==> src/rtl/dmem_pkg.sv <==
// dmem_pkg: shared enums, lane masks and alignment helper for the data-memory responder
package dmem_pkg;
    typedef enum logic [1:0] {SD = 2'b00, SW = 2'b01, SH = 2'b10, SB = 2'b11} tam_e;
    typedef enum logic [1:0] {LD = 2'b00, LW = 2'b01, LH = 2'b10, LBU = 2'b11} lim_e;
    typedef enum logic [2:0] {IDLE, RD, MRG, WR, RESP} state_e;
    // byte-lane mask at offset 0, indexed by size code (shared by tam and lim)
    localparam logic [3:0][7:0] LANE_MASK = {8'h01, 8'h03, 8'h0F, 8'hFF};
    // offset bits that must be zero for an access of the given size code
    function automatic logic [2:0] align_mask(input logic [1:0] sz);
        return 3'b111 >> sz;
    endfunction
endpackage

==> src/rtl/dmem_lane_extract.sv <==
// dmem_lane_extract: selects the addressed lane of a 64-bit word and extends it
//   word   - memory word
//   offset - byte offset within the word
//   lim    - load kind (ld/lw/lh/lbu)
//   result - extended load value
module dmem_lane_extract
    import dmem_pkg::*;
(
    input  logic [63:0] word,
    input  logic [2:0]  offset,
    input  logic [1:0]  lim,
    output logic [63:0] result
);
    logic [63:0] w_sh;
    assign w_sh = word >> {offset, 3'b000};
    assign result = lim == LD ? w_sh :
                    lim == LW ? {{32{w_sh[31]}}, w_sh[31:0]} :
                    lim == LH ? {{48{w_sh[15]}}, w_sh[15:0]} :
                                {56'd0, w_sh[7:0]};
endmodule

==> src/rtl/dmem_responder.sv <==
// dmem_responder: load/store responder over a synchronous 64-bit word memory
//   clk, rst           - clock, asynchronous active-high reset
//   req_*/addr/wdata   - request handshake and payload; tam = store size, lim = load kind
//   resp_valid/rdata   - one-cycle completion with load data; resp_err = misaligned trap
//   mem_*              - word address, write strobe/data, synchronous read data
//   DMEM_MISALIGN_TRAP_EN - when defined, misaligned requests complete at once with resp_err
module dmem_responder
    import dmem_pkg::*;
#(
    parameter int MEM_AW = 8
) (
    input  logic              clk,
    input  logic              rst,
    input  logic              req_valid,
    output logic              req_ready,
    input  logic              req_write,
    input  logic [63:0]       addr,
    input  logic [63:0]       wdata,
    input  logic [1:0]        tam,
    input  logic [1:0]        lim,
    output logic              resp_valid,
    output logic [63:0]       rdata,
    output logic              resp_err,
    output logic [MEM_AW-1:0] mem_addr,
    output logic              mem_we,
    output logic [63:0]       mem_wdata,
    input  logic [63:0]       mem_rdata
);
    state_e      r_state;
    logic        r_write;
    logic        r_err;
    logic [1:0]  r_tam;
    logic [1:0]  r_lim;
    logic [63:0] r_addr;
    logic [63:0] r_wdata;
    logic [63:0] r_rdata;
    logic [1:0]  w_size;
    logic [2:0]  w_amask;
    logic        w_mis;
    logic        w_trap;
    logic [7:0]  w_lanes;
    logic [63:0] w_wsh;
    logic [63:0] w_merge;
    logic [63:0] w_ext;
    assign w_size  = req_write ? tam : lim;
    assign w_amask = align_mask(w_size);
    assign w_mis   = |(addr[2:0] & w_amask);
`ifdef DMEM_MISALIGN_TRAP_EN
    assign w_trap = w_mis;
`else
    assign w_trap = 1'b0;
`endif
    always_ff @(posedge clk or posedge rst) begin
        if (rst) begin
            r_state <= IDLE;
            r_write <= 1'b0;
            r_err   <= 1'b0;
            r_tam   <= SD;
            r_lim   <= LD;
            r_addr  <= '0;
            r_wdata <= '0;
            r_rdata <= '0;
        end else begin
            case (r_state)
                IDLE: if (req_valid) begin
                    r_write <= req_write;
                    r_tam   <= tam;
                    r_lim   <= lim;
                    // offset bits below the access size are cleared; trapped requests never touch memory
                    r_addr  <= {addr[63:3], addr[2:0] & ~w_amask};
                    r_wdata <= wdata;
                    r_err   <= w_trap;
                    r_rdata <= '0;
                    r_state <= w_trap ? RESP : (req_write && tam == SD) ? WR : RD;
                end
                RD:      r_state <= MRG;
                MRG: begin
                    r_rdata <= r_write ? '0 : w_ext;
                    r_state <= RESP;
                end
                WR:      r_state <= RESP;
                default: r_state <= IDLE;
            endcase
        end
    end
    // merge needs the word read back in MRG, so the write data is formed combinationally there
    assign w_lanes = LANE_MASK[r_tam] << r_addr[2:0];
    assign w_wsh   = r_wdata << {r_addr[2:0], 3'b000};
    for (genvar g = 0; g < 8; g++) begin : g_lane
        assign w_merge[8*g +: 8] = w_lanes[g] ? w_wsh[8*g +: 8] : mem_rdata[8*g +: 8];
    end
    dmem_lane_extract u_extract (
        .word   (mem_rdata),
        .offset (r_addr[2:0]),
        .lim    (r_lim),
        .result (w_ext)
    );
    assign req_ready  = r_state == IDLE;
    assign resp_valid = r_state == RESP;
    assign resp_err   = r_state == RESP && r_err;
    assign rdata      = r_state == RESP ? r_rdata : '0;
    assign mem_addr   = r_addr[MEM_AW+2:3];
    assign mem_we     = r_state == WR || (r_state == MRG && r_write);
    assign mem_wdata  = r_state == WR ? r_wdata : (r_state == MRG && r_write) ? w_merge : '0;
endmodule
==> config.mk <==
export PLATFORM = sky130hd
export DESIGN_NAME = dmem_responder
export DESIGN_NICKNAME = d
export VERILOG_FILES = /design/src/rtl/dmem_pkg.sv /design/src/rtl/dmem_lane_extract.sv /design/src/rtl/dmem_responder.sv
export SDC_FILE = /design/constraint.sdc
export NUM_CORES = 1
export LEC_CHECK = 0
export ABC_AREA = 1
export CAP_MARGIN = 40
export CORE_AREA = 2 2 156 158
export CTS_CLUSTER_DIAMETER = 80
export CTS_CLUSTER_SIZE = 25
export DETAILED_ROUTE_END_ITERATION = 16
export DIE_AREA = 0 0 158 160
export HOLD_SLACK_MARGIN = 0.15
export PLACE_DENSITY = 0.8
export SETUP_SLACK_MARGIN = 0.05
export SLEW_MARGIN = 5
export SYNTH_ARGS = -nofsm -noshare
export SYNTH_HDL_FRONTEND = slang
export SYNTH_SLANG_ARGS = --single-unit
==> constraint.sdc <==
create_clock -name clk -period 6.5 [get_ports clk]
set_input_delay 0.975 -clock clk [delete_from_list [all_inputs] [get_ports clk]]
set_output_delay 0.975 -clock clk [all_outputs]
set_load 0.03 [all_outputs]
Yosys cells after proc, flatten, opt, wreduce, memory -nomap -nowiden

Cells that the tools add are included.

Magnitude comparators: 1
Equality and inequality tests: 7
Shift operators: 4
Mux-type cells: 23
Bitwise gates (word level): 2
Reductions and logical operators: 10

Operator list:

| cell                | number |
|---|---|
| $mux 64             | 8 |
| $pmux 64 s2         | 1 |
| $mux 8              | 9 |
| $shl 64x6->64       | 1 |
| $shr 64x6->64       | 1 |
| $bmux 8 s2          | 1 |
| $pmux 3 s3          | 1 |
| $shl 8x3->8         | 1 |
| $eq 3x2->1 const B  | 2 |
| $logic_not 2->1     | 2 |
| $mux 2              | 2 |
| $reduce_and 2->1    | 2 |
| $and 3x3->3         | 1 |
| $eq 3x1->1 const B  | 1 |
| $eq 3x3->1 const B  | 1 |
| $logic_not 3->1     | 1 |
| $lt 2x3->1 const B  | 1 |
| $mux 3              | 1 |
| $not 3->3           | 1 |
| $shr 3x2->3 const A | 1 |
| $eq 2x1->1 const B  | 1 |
| $eq 2x2->1 const B  | 1 |
| $logic_and 1x1->1   | 2 |
| $ne 2x2->1 const B  | 1 |
| other kinds (3)     | 3 |

Bits in registers: 147
Input bits: 200
Word-level logic and storage cells: 54

Longest topological paths before layout

Depth after elaboration: 6
Mapped depth: 12
Mapped depth without buffers: 10

Cells and area by module

From an unflattened synthesis, not the netlist that was laid out.

Cell total of the unflattened synthesis: 1928
Area total of the unflattened synthesis: 11646.2 um^2

By module, submodules not included:

| module            | times used | cells an instance | area each (um^2) |
|---|---|---|---|
| dmem_responder    | 1          | 1439              | 9288.9 |
| dmem_lane_extract | 1          | 489               | 2357.3 |

Worst setup path after synthesis

OpenSTA, ideal clock, no wires.

Kind: flip-flop to output port
Start: register r_state[0]
End: output port rdata[10]
Arrival time: 2049 ps
Setup slack: 3476 ps
Cell stages (with the launch flop): 5
Path buffers: 1
Cell sequence: dfrtp_1 > nor3_1 > inv_2 > clkbuf_1 > nor2_1

Cells in the longest elaborated chain, start to end: 2

Ends and longest elaborated chain:

| what                   | RTL line              | source |
|---|---|---|
| start, declared        | dmem_responder.sv:29  | `state_e r_state;` |
| start signal, assigned | dmem_responder.sv:74  | `r_state <= w_trap ? RESP : (req_write && tam == SD) ? WR : RD;` |
| $eq 3x3->1             | --                    |  |
| named net resp_valid   | dmem_responder.sv:21  | `output logic resp_valid,` |
| $mux 64                | dmem_responder.sv:101 | `assign rdata = r_state == RESP ? r_rdata : '0;` |
| end, declared          | dmem_responder.sv:22  | `output logic [63:0] rdata,` |

The timed path passes the listed nets, and every way through them passes these cells.

Worst setup path after layout

Start: register r_addr[1]
End: output port mem_wdata[23]

Cells in the longest elaborated chain, start to end: 4
Elaborated cells between the ends (all ways): 5

Ends and longest elaborated chain:

| what                                         | RTL line                                   | source |
|---|---|---|
| start, declared                              | dmem_responder.sv:34                       | `logic [63:0] r_addr;` |
| start signal, assigned                       | dmem_responder.sv:70                       | `r_addr <= {addr[63:3], addr[2:0] & ~w_amask};` |
| $shl 64x6->64 or $shl 8x3->8 (tied branches) | dmem_responder.sv:88, dmem_responder.sv:87 |  |
| $mux 8 *                                     | dmem_responder.sv:90                       | `assign w_merge[8*g +: 8] = w_lanes[g] ? w_wsh[8*g +: 8] : mem_rdata[8*g +: 8];` |
| $mux 64 * (2 in a row)                       | dmem_responder.sv:104                      | `assign mem_wdata = r_state == WR ? r_wdata : (r_state == MRG && r_write) ? w_merge : '0;` |
| end, declared                                | dmem_responder.sv:26                       | `output logic [63:0] mem_wdata,` |

Mark *: on every way between the ends. The rest lies on a longest branch, timed or not.

==> results.md <==
- Crit path capture type: primary output
- Synth async-reset ratio: 1.00
- 1st-iter DRT viols: 1289
- FILL cells: 2389
- Synth Cell Area: 11400 um2
- Syn_nets: 2084
- Longest Clk Path Bufs: 2
- Pin count of the biggest net entering global routing: 102
- PwrDens: 515 nW/um2
- Setup tns final: 0 ps
- DIE AREA: 25300 um2
- Final Hold Viols: 0
- Hold Path Class: reg2reg
- DP HPWL: 36.1 mm
- Die span in x: 158 um
- Tcrit/Tclk final: 0.760
- R2R Path Start: r_state[2]
- Setup-failing EPs final: 0
- Vias in the first global route: 12.5k
- Routed WL per cell: 19.9 um
- Worst EP arrival: 3960 ps
- Die Y: 160 um
- Crit-path slowest cell: dfrtp_2
- Post-CTS sizing: 0
- Worst reg2reg path depth: 8
- Crit-path cells: inv_4, nor2_4, inv_1, nand2_2, nand2_4, inv_2, o21ai_0, o21ai_1, clkdlybuf4s50_1
- 1st-pass router iterations: 6
- GRT Resource Usage Total: 0.378
- Post-synth EDFFs: 0
- Unrepaired setup endpoints after global routing: no
- Post-CTS setup repair buffer count: 0
- Clock tree sinks: 147
- GRT overflow: 0
- Finished Cell Area: 14700 um2
- Reg-to-reg setup timing slack: 3330 ps
- Core area: 23800 um2
- TritonCTS clock tree: built
- Starting density of the core: 0.481
- Hold-fix buffers, CTS: 0
- Nets: 2276
- Fin crit period: 4940 ps
- H-Tree Depth: 4
- Vias per cell: 5.54
- Gpl congestion: 0.954
- Top post-synthesis cells by area: dfrtp_1, nand2_1, nand3_1
- Hold slack: 480 ps
- Leak pwr: 6.91 nW
- Synth-to-layout area growth: 28.0%
- Post-synth cell types: 40
- Yosys top cell by area: dfrtp_1
- Initial antenna violation count: 0
- Skew final: 12.6 ps
- IO Pins: 340
- Min-delay src: r_addr[4]
- RR Endpoint: r_wdata[23]
- CP peak stage delay: 820 ps
- Fmax achieved: 203 MHz
- Cell Rows: 57
- Avg Inst Size Synth: 6.08 um2
- Buffers on Ports: 285
- Seq cells post-synth: 147
- Share of cells above drive strength 1: 0.0436
- Clk_lat worst skew: 430 ps
- Num CTS Buffers: 17
- Max-Cap Viols: 0
- Final Max Tran Viols: 0
- Drt drc: 0
- Max-Slew Margin vs Limit: 0.388
- Clock Pin Slew Worst Setup and Hold Paths: 70 ps
- Status: finished clean
- Worst-Margin Slew: 918 ps
- # diodes: 0
- Antenna Nets Post-Route: 0
- Root buf cell: clkbuf_16
- First-pass GRT wire length: 72.0 mm
- Placed cell area: 14100 um2
- Setup Crit Path Kind: reg2out
- Synth Instances: 1884
- Predominant post-synthesis flop cell: dfrtp_1
- Worst Hold End: r_addr[4]
- Top-area cell type share of the netlist area: 0.321
- Detailed Route WL: 48.0 mm
- Crit path required time: 5520 ps
- YS warnings: 0
- Vias: 13.4k
- Startpoint type of the worst setup path: flip-flop
- Worst ir drop on vdd: 271 uV
- Crit-path max FO: 60
- Hold Path Stages: 2
- Sequential area share after synthesis: 0.321
cells in the final DEF, fill, tap and decap left out, drive strengths merged, types with 6 or more instances in the layout:
master	count
a211oi	7
a21oi	82
buf	19
clkbuf	20
clkdlybuf4s50	285
dfrtp	147
inv	166
nand2	810
nand3	221
nor2	103
o211ai	37
o21ai	162
o31ai	6
per-layer routing:
layer	track usage	wire, um
met5	0	0
met4	0.174	2410
met3	0.0453	3580
met2	0.618	22600
met1	0.498	19400
registers in the layout (all words and copies together) (netlist names):
signal	count
r_rdata	64
r_wdata	64
r_addr	11
r_state	3
r_lim	2
r_tam	2
r_write	1
per-stage QoR:
stage,instances,setup slack [ps],power [mW],util
after floorplan,1884,1570,5.12,-
after global placement,2380,2170,6.41,0.591
after detailed placement,2381,2160,6.47,0.592
after CTS,2413,1680,7.46,0.615
after global routing,2413,1440,8.07,0.615
final,2413,1560,7.55,0.615
kinds of logic (layout without fill, tap and decap cells):
family,count (synthesis),after routing,share of synthesized area
simple gates,1143,1143,0.410
compound gates,300,300,0.147
buf+inv,293,498,0.121
flops,147,147,0.321
other cells,1,1,0.000328
synth_stat cells, types with 2 or more instances:
master and instances:
buf_1 8, buf_4 25, o22ai_1 4, a211oi_1 7, o31ai_1 6, nand3_4 2, inv_1 147, nor2_2 3
o21ai_0 149, buf_2 47, nand3_1 218, nor2_1 96, a21oi_1 80, o21ai_1 12, o211ai_1 37, clkbuf_1 34
buf_6 14, and2_1 4, nand2_2 8, dfrtp_1 147, inv_2 13, nand3b_1 3, nand2_1 801, nor2_4 3
power by group:
part	switching (mW)	internal, mW
combinational	3.43	1.44
sequential	0.406	1.30
clock	0.454	0.517
total	4.29	3.26
layout make-up:
type,count,area (um2),area share
timing repair buffer,304,3020,0.206
tap,324,405,0.0277
multi-input combinational,1444,6380,0.435
clock buffer,20,457,0.0312
inverter,162,616,0.0420
sequential,147,3680,0.251
clock inverter,12,97.6,0.00666
worst max-delay path by stage:
stage,from,to,slack [ps]
final,r_addr[1],mem_wdata[23],1560
after global routing,r_addr[1],mem_wdata[23],1440
after CTS,r_addr[1],mem_wdata[23],1680
after detailed placement,r_addr[1],mem_wdata[23],2160
after global placement,r_addr[1],mem_wdata[23],2170
after floorplan,rst,r_addr[0],1570
worst max-delay path: cells and delay by family (launching register included):
| family | cells | cell delay [ps] |
|---|---|---|
| AND/OR/NAND/NOR | 3 | 760 |
| AO/OA/AOI/OAI | 2 | 360 |
| buffers and inverters | 4 | 1540 |
| flip-flops | 1 | 820 |
(Power assumes the default switching activity.)
